## src/rtl/alu_spi_master.sv

```systemverilog
// Processor-side SPI master for the serial ALU.
// Sends {op_2, op_1, op_code} LSB first, then collects the result from MISO.
module alu_spi_master #(
  parameter int REGISTER_SIZE = 8,
  parameter int OPCODE_WIDTH  = 2,
  parameter int WAIT_TIMEOUT  = 16
) (
  input  logic                     i_clock,
  input  logic                     i_reset,
  input  logic                     i_valid,
  output logic                     o_ready,
  input  logic [OPCODE_WIDTH-1:0]  i_op_code,
  input  logic [REGISTER_SIZE-1:0] i_op_1,
  input  logic [REGISTER_SIZE-1:0] i_op_2,
  output logic                     o_result_valid,
  output logic [REGISTER_SIZE-1:0] o_result,
  output logic                     o_error,
  output logic                     o_nss,
  output logic                     o_mosi,
  input  logic                     i_miso
);

  localparam int P  = 2*REGISTER_SIZE + OPCODE_WIDTH;
  localparam int CW = $clog2(P);
  localparam int WW = $clog2(WAIT_TIMEOUT + 1);
  localparam logic [CW-1:0] LAST_TX   = CW'(P - 1);
  localparam logic [CW-1:0] LAST_RX   = CW'(REGISTER_SIZE - 1);
  localparam logic [WW-1:0] LAST_WAIT = WW'(WAIT_TIMEOUT - 1);

  typedef enum logic [2:0] {
    S_IDLE, S_SELECT, S_START, S_SEND,
    S_WAIT, S_RECV, S_DONE, S_ERROR
  } state_t;

  state_t                   r_state;
  logic [P-1:0]             r_packet;
  logic [CW-1:0]            r_bit_cnt;
  logic [WW-1:0]            r_wait_cnt;
  logic [REGISTER_SIZE-1:0] r_shift;
  logic [REGISTER_SIZE-1:0] r_result;
  logic                     r_ready;
  logic                     r_result_valid;
  logic                     r_error;
  logic                     r_nss;
  logic                     r_mosi;
  logic                     w_accept;

  assign w_accept = i_valid && r_ready;

  always_ff @(posedge i_clock) begin
    if (i_reset) begin
      r_state        <= S_IDLE;
      r_packet       <= '0;
      r_bit_cnt      <= '0;
      r_wait_cnt     <= '0;
      r_shift        <= '0;
      r_result       <= '0;
      r_ready        <= 1'b1;
      r_result_valid <= 1'b0;
      r_error        <= 1'b0;
      r_nss          <= 1'b1;
      r_mosi         <= 1'b0;
    end else begin
      r_result_valid <= 1'b0;
      r_error        <= 1'b0;
      case (r_state)
        S_IDLE: begin
          if (w_accept) begin
            r_packet  <= {i_op_2, i_op_1, i_op_code};
            r_state   <= S_SELECT;
            r_ready   <= 1'b0;
            r_nss     <= 1'b0;
            r_mosi    <= 1'b0;
            r_bit_cnt <= '0;
          end
        end
        S_SELECT: begin
          r_state <= S_START;
          r_mosi  <= 1'b1;
        end
        // Packet shifts right so bit 0 always holds the next bit to send.
        S_START: begin
          r_state   <= S_SEND;
          r_mosi    <= r_packet[0];
          r_packet  <= {1'b0, r_packet[P-1:1]};
          r_bit_cnt <= '0;
        end
        S_SEND: begin
          if (r_bit_cnt == LAST_TX) begin
            r_state    <= S_WAIT;
            r_mosi     <= 1'b0;
            r_bit_cnt  <= '0;
            r_wait_cnt <= '0;
          end else begin
            r_mosi    <= r_packet[0];
            r_packet  <= {1'b0, r_packet[P-1:1]};
            r_bit_cnt <= r_bit_cnt + CW'(1);
          end
        end
        S_WAIT: begin
          if (i_miso) begin
            r_state   <= S_RECV;
            r_bit_cnt <= '0;
          end else if (r_wait_cnt == LAST_WAIT) begin
            r_state <= S_ERROR;
            r_nss   <= 1'b1;
            r_error <= 1'b1;
          end else begin
            r_wait_cnt <= r_wait_cnt + WW'(1);
          end
        end
        S_RECV: begin
          r_shift <= {i_miso, r_shift[REGISTER_SIZE-1:1]};
          if (r_bit_cnt == LAST_RX) begin
            r_state        <= S_DONE;
            r_nss          <= 1'b1;
            r_result       <= {i_miso, r_shift[REGISTER_SIZE-1:1]};
            r_result_valid <= 1'b1;
          end else begin
            r_bit_cnt <= r_bit_cnt + CW'(1);
          end
        end
        S_DONE, S_ERROR: begin
          r_state <= S_IDLE;
          r_ready <= 1'b1;
        end
        default: r_state <= S_IDLE;
      endcase
    end
  end

  assign o_ready        = r_ready;
  assign o_result_valid = r_result_valid;
  assign o_result       = r_result;
  assign o_error        = r_error;
  assign o_nss          = r_nss;
  assign o_mosi         = r_mosi;

endmodule

```

## config.mk

```make
export PLATFORM = sky130hd
export DESIGN_NAME = alu_spi_master
export DESIGN_NICKNAME = d
export VERILOG_FILES = /design/src/rtl/alu_spi_master.sv
export SDC_FILE = /design/constraint.sdc
export NUM_CORES = 1
export LEC_CHECK = 0
export CAP_MARGIN = 20
export CORE_MARGIN = 3
export CORE_UTILIZATION = 58
export DETAILED_ROUTE_END_ITERATION = 16
export GPL_TIMING_DRIVEN = 1
export PLACE_DENSITY = 0.85
export RECOVER_POWER = 100
export SYNTH_ARGS = -nofsm -noshare
export SYNTH_HDL_FRONTEND = slang
export SYNTH_SLANG_ARGS = --single-unit
```

## constraint.sdc

```tcl
create_clock -name i_clock -period 2.9 [get_ports i_clock]
set_input_delay 0.435 -clock i_clock [delete_from_list [all_inputs] [get_ports i_clock]]
set_output_delay 0.435 -clock i_clock [all_outputs]
set_load 0.01 [all_outputs]
```

# ---- Word level (Yosys, flattened, before mapping)
# Index checks and enable logic that the tools add are counted.
# W data, S select, Z words.
dict set report classes {
  eq_ne 20
  mux 28
  bitwise_logic 2
  n_reduce_logical 19
  n_addsub 2
}
# operator n
set op_table {}
lappend op_table {{$pmux W18 S3} 1}
lappend op_table {{$mux W18} 2}
lappend op_table {{$mux W5} 7}
lappend op_table {{$pmux W5 S5} 1}
lappend op_table {{$pmux W3 S7} 1}
lappend op_table {{$ne A2 B2 Y1 const B} 9}
lappend op_table {{$mux W3} 5}
lappend op_table {{$eq A3 B3 Y1 const B} 4}
lappend op_table {{$reduce_and A4 Y1} 3}
lappend op_table {{$add A5 B1 Y5 const B} 2}
lappend op_table {{$pmux W5 S2} 1}
lappend op_table {{$mux W1} 7}
lappend op_table {{$eq A3 B2 Y1 const B} 2}
lappend op_table {{$reduce_and A2 Y1} 3}
lappend op_table {{$reduce_bool A3 Y1} 2}
lappend op_table {{$eq A5 B3 Y1 const B} 1}
lappend op_table {{$eq A5 B4 Y1 const B} 1}
lappend op_table {{$eq A5 B5 Y1 const B} 1}
lappend op_table {{$reduce_and A5 Y1} 1}
lappend op_table {{$reduce_bool A5 Y1} 1}
lappend op_table {{$pmux W1 S4} 1}
lappend op_table {{$reduce_bool A2 Y1} 2}
lappend op_table {{$reduce_bool A4 Y1} 1}
lappend op_table {{$reduce_or A2 Y1} 2}
lappend op_table {{other kinds (9)} 10}
dict set report totals {
  ff_bits 52
  elab_cells 82
  input_bits 22
  output_inout_bits 13
}

# ---- Longest topological paths before layout
dict set report depth {
  ltp_word 4
  mapped_depth 8
  ltp_nobuf 7
}

# ---- Least setup slack after synthesis
# Ideal clock, no wire load.
dict set report synth_path {
  path_kind {register to register}
  startpoint {register r_bit_cnt[0]}
  endpoint {register r_wait_cnt[3]}
  stages_incl_launch_ff 6
  required_time_ns 2.830
  synth_period_minus_slack_ns 1.803
  setup_slack_ns 1.097
  arrival_ns 1.733
  path_buffers 0
  setup_ns 0.070
  path_cell_list {dfxtp_1 > ha_1 > or4bb_1 > o22a_1 > or3_1 > a21oi_1}
}
dict set report synth_between {
  elab_chain_cells 3
}
# element line_no
set synth_rtl {}
lappend synth_rtl {{start, declared} 37} ;# logic [CW-1:0] r_bit_cnt;
lappend synth_rtl {{start signal, assigned} 97} ;# r_bit_cnt <= r_bit_cnt + CW'(1);
lappend synth_rtl {{start signal, assigned} 120} ;# r_bit_cnt <= r_bit_cnt + CW'(1);
lappend synth_rtl {{$eq A5 B5 Y1} 89} ;# if (r_bit_cnt == LAST_TX) begin
lappend synth_rtl {{$ne A2 B2 Y1 (no line)} n/a}
lappend synth_rtl {{$reduce_and A4 Y1 (no line)} n/a}
lappend synth_rtl {{end signal, assigned} 109} ;# r_wait_cnt <= r_wait_cnt + WW'(1);
lappend synth_rtl {{end, declared} 38} ;# logic [WW-1:0] r_wait_cnt;
# No other way between the ends.
# A chain may end at the register's enable or synchronous reset.

# ---- Worst setup path in the final report
dict set report layout_path {
  startpoint {input port i_valid}
  endpoint {register r_packet[14]}
}
dict set report layout_between {
  elab_chain_cells 3
}
# element line_no
set layout_rtl {}
lappend layout_rtl {{start, declared} 10} ;# input logic i_valid,
lappend layout_rtl {{$logic_and A1 B1 Y1} 48} ;# assign w_accept = i_valid && r_ready;
lappend layout_rtl {{$ne A2 B2 Y1 (no line)} n/a}
lappend layout_rtl {{$reduce_and A3 Y1 (no line)} n/a}
lappend layout_rtl {{end signal, assigned} 69} ;# r_packet <= {i_op_2, i_op_1, i_op_code};
lappend layout_rtl {{end signal, assigned} 85} ;# r_packet <= {1'b0, r_packet[P-1:1]};
lappend layout_rtl {{end signal, assigned} 96} ;# r_packet <= {1'b0, r_packet[P-1:1]};
lappend layout_rtl {{end, declared} 36} ;# logic [P-1:0] r_packet;
# No other way between the ends.

==> flow_metrics.py <==
metrics = {
    "logic_synthesis": {
        "synth_top_cell_by_area": "dfxtp_1",
        "synthesis.nets": 288,
        "synth-seq-area-share_pct": 43.0,
        "yosys_warnings": 0,
        "yosysTopAreaCellShare_pct": 43.0,
        "avgSynthCellArea_um2": 9.06,
        "synthArstFlopShare_pct": 0,
        "synth_cell_types": 45,
        "synth_flop_cell": "dfxtp_1",
        "syn_area_mm2": 0.00237,
        "ys_ff_latch": 51,
        "synth_edf_count": 0,
        "synth.area.top_cells": "dfxtp_1 (43%), mux2i_1 (11%), a21oi_1 (7.2%), a211oi_1 (6.3%), nor2_1 (3.5%)",
        "syn-instance-count": 262,
    },
    "finish": {
        "mostFrequentLayoutCell": "dfxtp_1",
        "fillers": 309,
        "final_cells": 338,
        "area_delta_synth_final_pct": 17.9,
        "layout_common_cells": "dfxtp_1 (51), a21oi_1 (34), mux2i_1 (26), nor2_1 (22), clkdlybuf4s50_1 (21)",
        "diodes": 0,
        "fin_nets": 315,
        "final_area_mm2": 0.00280,
        "drive_gt1_share_pct": 6.21,
    },
    "power": {
        "p_seq_share_pct": 40.9,
        "p_int_w": 0.00150,
        "p_per_area_mw_per_mm2": 888,
        "finalPower_w": 0.00249,
        "p_comb_share_pct": 41.8,
        "power.leakage_nw": 1.17,
        "sw_frac_of_total_pct": 39.5,
        "clockPowerShare_pct": 17.3,
        "peakVddDrop_uv": 455,
        "p_sw_w": 0.000981,
    },
    "status": {
        "status": "complete, no violations",
    },
    "cts": {
        "cts-resized-gates": 0,
        "postCtsSetupRepairBufs": 0,
        "cts_root_buffer": "clkbuf_8",
        "htree_levels": 2,
        "cts_buffers": 5,
        "cts_hold_buf": 0,
        "insertion_delay_ns": 0.31,
        "path_clk_slew_ns": 0.10,
        "cts.sink_count": 51,
        "cts_buffer_depth": 2,
        "cts_tree": "yes",
    },
    "place": {
        "portBuffers": 34,
        "dpl_cell_area_mm2": 0.00272,
        "dp_cells": 330,
        "gp_congestion": 0.805,
        "hpwl_um": 3230,
    },
    "critical_path": {
        "critPathTopFamily": "compound AO/OA/AOI/OAI gates",
        "worst-path-max-fanout": 17,
        "crit_path_max_incr_delay_ns": 0.95,
        "path_depth": 5,
        "r2r_cells": 5,
        "required_ns": 3.11,
        "end_kind": "flop",
        "path_class": "in2reg",
        "critPathArrivalTime_ns": 2.65,
        "start_kind": "input pin",
        "path_buf_inv": 1,
        "rr_endpoint": "r_packet[14]$_SDFFE_PP0P_",
        "reg2reg_from": "r_state[0]$_SDFFE_PP0P_",
        "worstPathCellList": "clkdlybuf4s50_1 -> a2111oi_0 -> nor2_1 -> and2_1 -> a211oi_1",
        "rrSetupSlack_ns": 0.48,
        "cpMaxStageDelayCell": "a2111oi_0",
    },
    "sta": {
        "period_share_pct": 84.1,
        "hold_viol_final": 0,
        "rsz0062_at_grt": "false",
        "clock_skew_ns": 0.00789,
        "tightest_slew_ns": 1.06,
        "setup_viol": 0,
        "period_minus_slack_ns": 2.44,
        "slew_headroom_pct": 27.5,
        "hold_slack_ns": 0.477,
        "drv_slew": 0,
        "setup_tns_ns": 0,
        "max_freq_mhz": 410,
    },
    "hold_path": {
        "hold_class": "reg2reg",
        "whs_endpoint": "r_shift[1]$_SDFFE_PP0P_",
        "hp-start": "r_shift[1]$_SDFFE_PP0P_",
        "min_path_cells": 2,
    },
    "detailed_routing": {
        "drt-initial-drc-count": 184,
        "vias_per_cell": 5.80,
        "antenna_left": 0,
        "dr.pass1.iters": 4,
        "num_vias": 1959,
        "wire_per_inst_um": 14.0,
        "routed_wl_um": 4720,
        "drc_errors": 0,
    },
    "run": {
        "drv_cap": 0,
    },
    "die": {
        "die_x_um": 70.0,
        "io_pins": 35,
        "die_height_um": 70.0,
        "start_util_pct": 62.5,
        "core-area_mm2": 0.00380,
        "die_area_mm2": 0.00490,
        "row_count": 22,
    },
    "global_route": {
        "grt_use_total_pct": 19.5,
        "antenna_found_initial": 0,
        "grt_overflow": 0,
        "grt_first_pass_wirelength_um": 8010,
        "grt_start_max_net_pins": 49,
        "first_global_vias": 1780,
    },
}
==> sequential cells by signal, indices dropped and copies added (netlist names) <==
| name | flops |
|---|---|
| r_bit_cnt | 5 |
| r_shift | 7 |
| o_error | 1 |
| o_ready | 1 |
| o_mosi | 1 |
| o_nss | 1 |
| r_wait_cnt | 5 |
| o_result_valid | 1 |
| r_state | 3 |
| r_packet | 18 |
| o_result | 8 |
==> logic make-up (layout without fill, tap and decap cells) <==
logic type / Yosys count / count (layout) / synth area share, %
flops: 51 / 51 / 43.0
simple gates: 67 / 67 / 15.1
xor+xnor: 1 / 1 / 0.369
mux: 26 / 26 / 11.0
compound gates: 82 / 82 / 22.5
fa+ha+maj: 4 / 4 / 2.11
buf+inv: 31 / 59 / 5.96
==> synth_stat cells (2+ instances only) <==
library cell  number
a211o_1            2
a211oi_1          20
a21oi_1           34
a22oi_1            3
and4bb_2           2
buf_2              8
buf_4              2
clkbuf_1           8
dfxtp_1           51
ha_1               4
inv_1             11
mux2i_1           26
nand2_1            9
nand2b_1           3
nand3_1           11
nand3b_1           3
nor2_1            22
o21ai_0            6
o21bai_1           3
o22a_1             2
o32ai_1            3
or2_2              2
or3_1              5
==> power by group through the flow <==
stage / Sequential (W) / Clock, W / Combinational (W)
finish: 0.00102 / 0.000430 / 0.00104
global route: 0.00104 / 0.000466 / 0.00115
CTS: 0.00102 / 0.000446 / 0.00106
detailed placement: 0.00103 / 0 / 0.00106
global placement: 0.00103 / 0 / 0.00103
floorplan: 0.000964 / 0 / 0.000919
==> worst reg2reg max path, cell delays in order, from the launching register on <==
cell,delay [ns]
dfxtp_1,0.41
buf_4,0.22
a2111oi_0,0.88
nor2_1,0.11
and2_1,0.40
a211oi_1,0.30
==> through the flow <==
| stage | util, % | setup WS (ns) |
|---|---|---|
| 6_report | 73.6 | 0.460 |
| 5_1_grt | 73.6 | 0.355 |
| 4_1_cts | 74.1 | 0.793 |
| 3_5_place_dp | 71.6 | 0.580 |
| 3_3_place_gp | 71.6 | 0.666 |
| 2_1_floorplan | - | 1.10 |
==> final cells by class <==
class | count | area [µm²] | share of cell area [%]
repair buffers | 40 | 379 | 13.6
multi-input cells | 180 | 1200 | 42.9
clock buffers | 5 | 68.8 | 2.46
clock inverters | 3 | 26.3 | 0.939
flip-flops and latches | 51 | 1020 | 36.5
well taps | 48 | 60.1 | 2.15
inverters | 11 | 41.3 | 1.48
==> metal layers <==
metal	GRT usage, %	part of all wire (%)	up-vias
li1	-	-	1008
met5	0	0	-
met2	31.0	46	43
met4	5.53	1.0	0
met1	26.3	48	902
met3	4.89	5.1	6
==> worst max-delay path by stage <==
stage	startpoint	end	slack, ns
4_1_cts	r_bit_cnt[1]$_SDFFE_PP0P_	r_packet[0]$_SDFFE_PP0P_	0.79
3_3_place_gp	i_valid	r_packet[12]$_SDFFE_PP0P_	0.67
3_5_place_dp	i_valid	r_packet[14]$_SDFFE_PP0P_	0.58
6_report	i_valid	r_packet[14]$_SDFFE_PP0P_	0.46
5_1_grt	r_state[0]$_SDFFE_PP0P_	r_packet[14]$_SDFFE_PP0P_	0.36
2_1_floorplan	r_bit_cnt[0]$_SDFFE_PP0P_	r_wait_cnt[3]$_SDFFE_PP0P_	1.10
(Power assumes the default switching activity.)
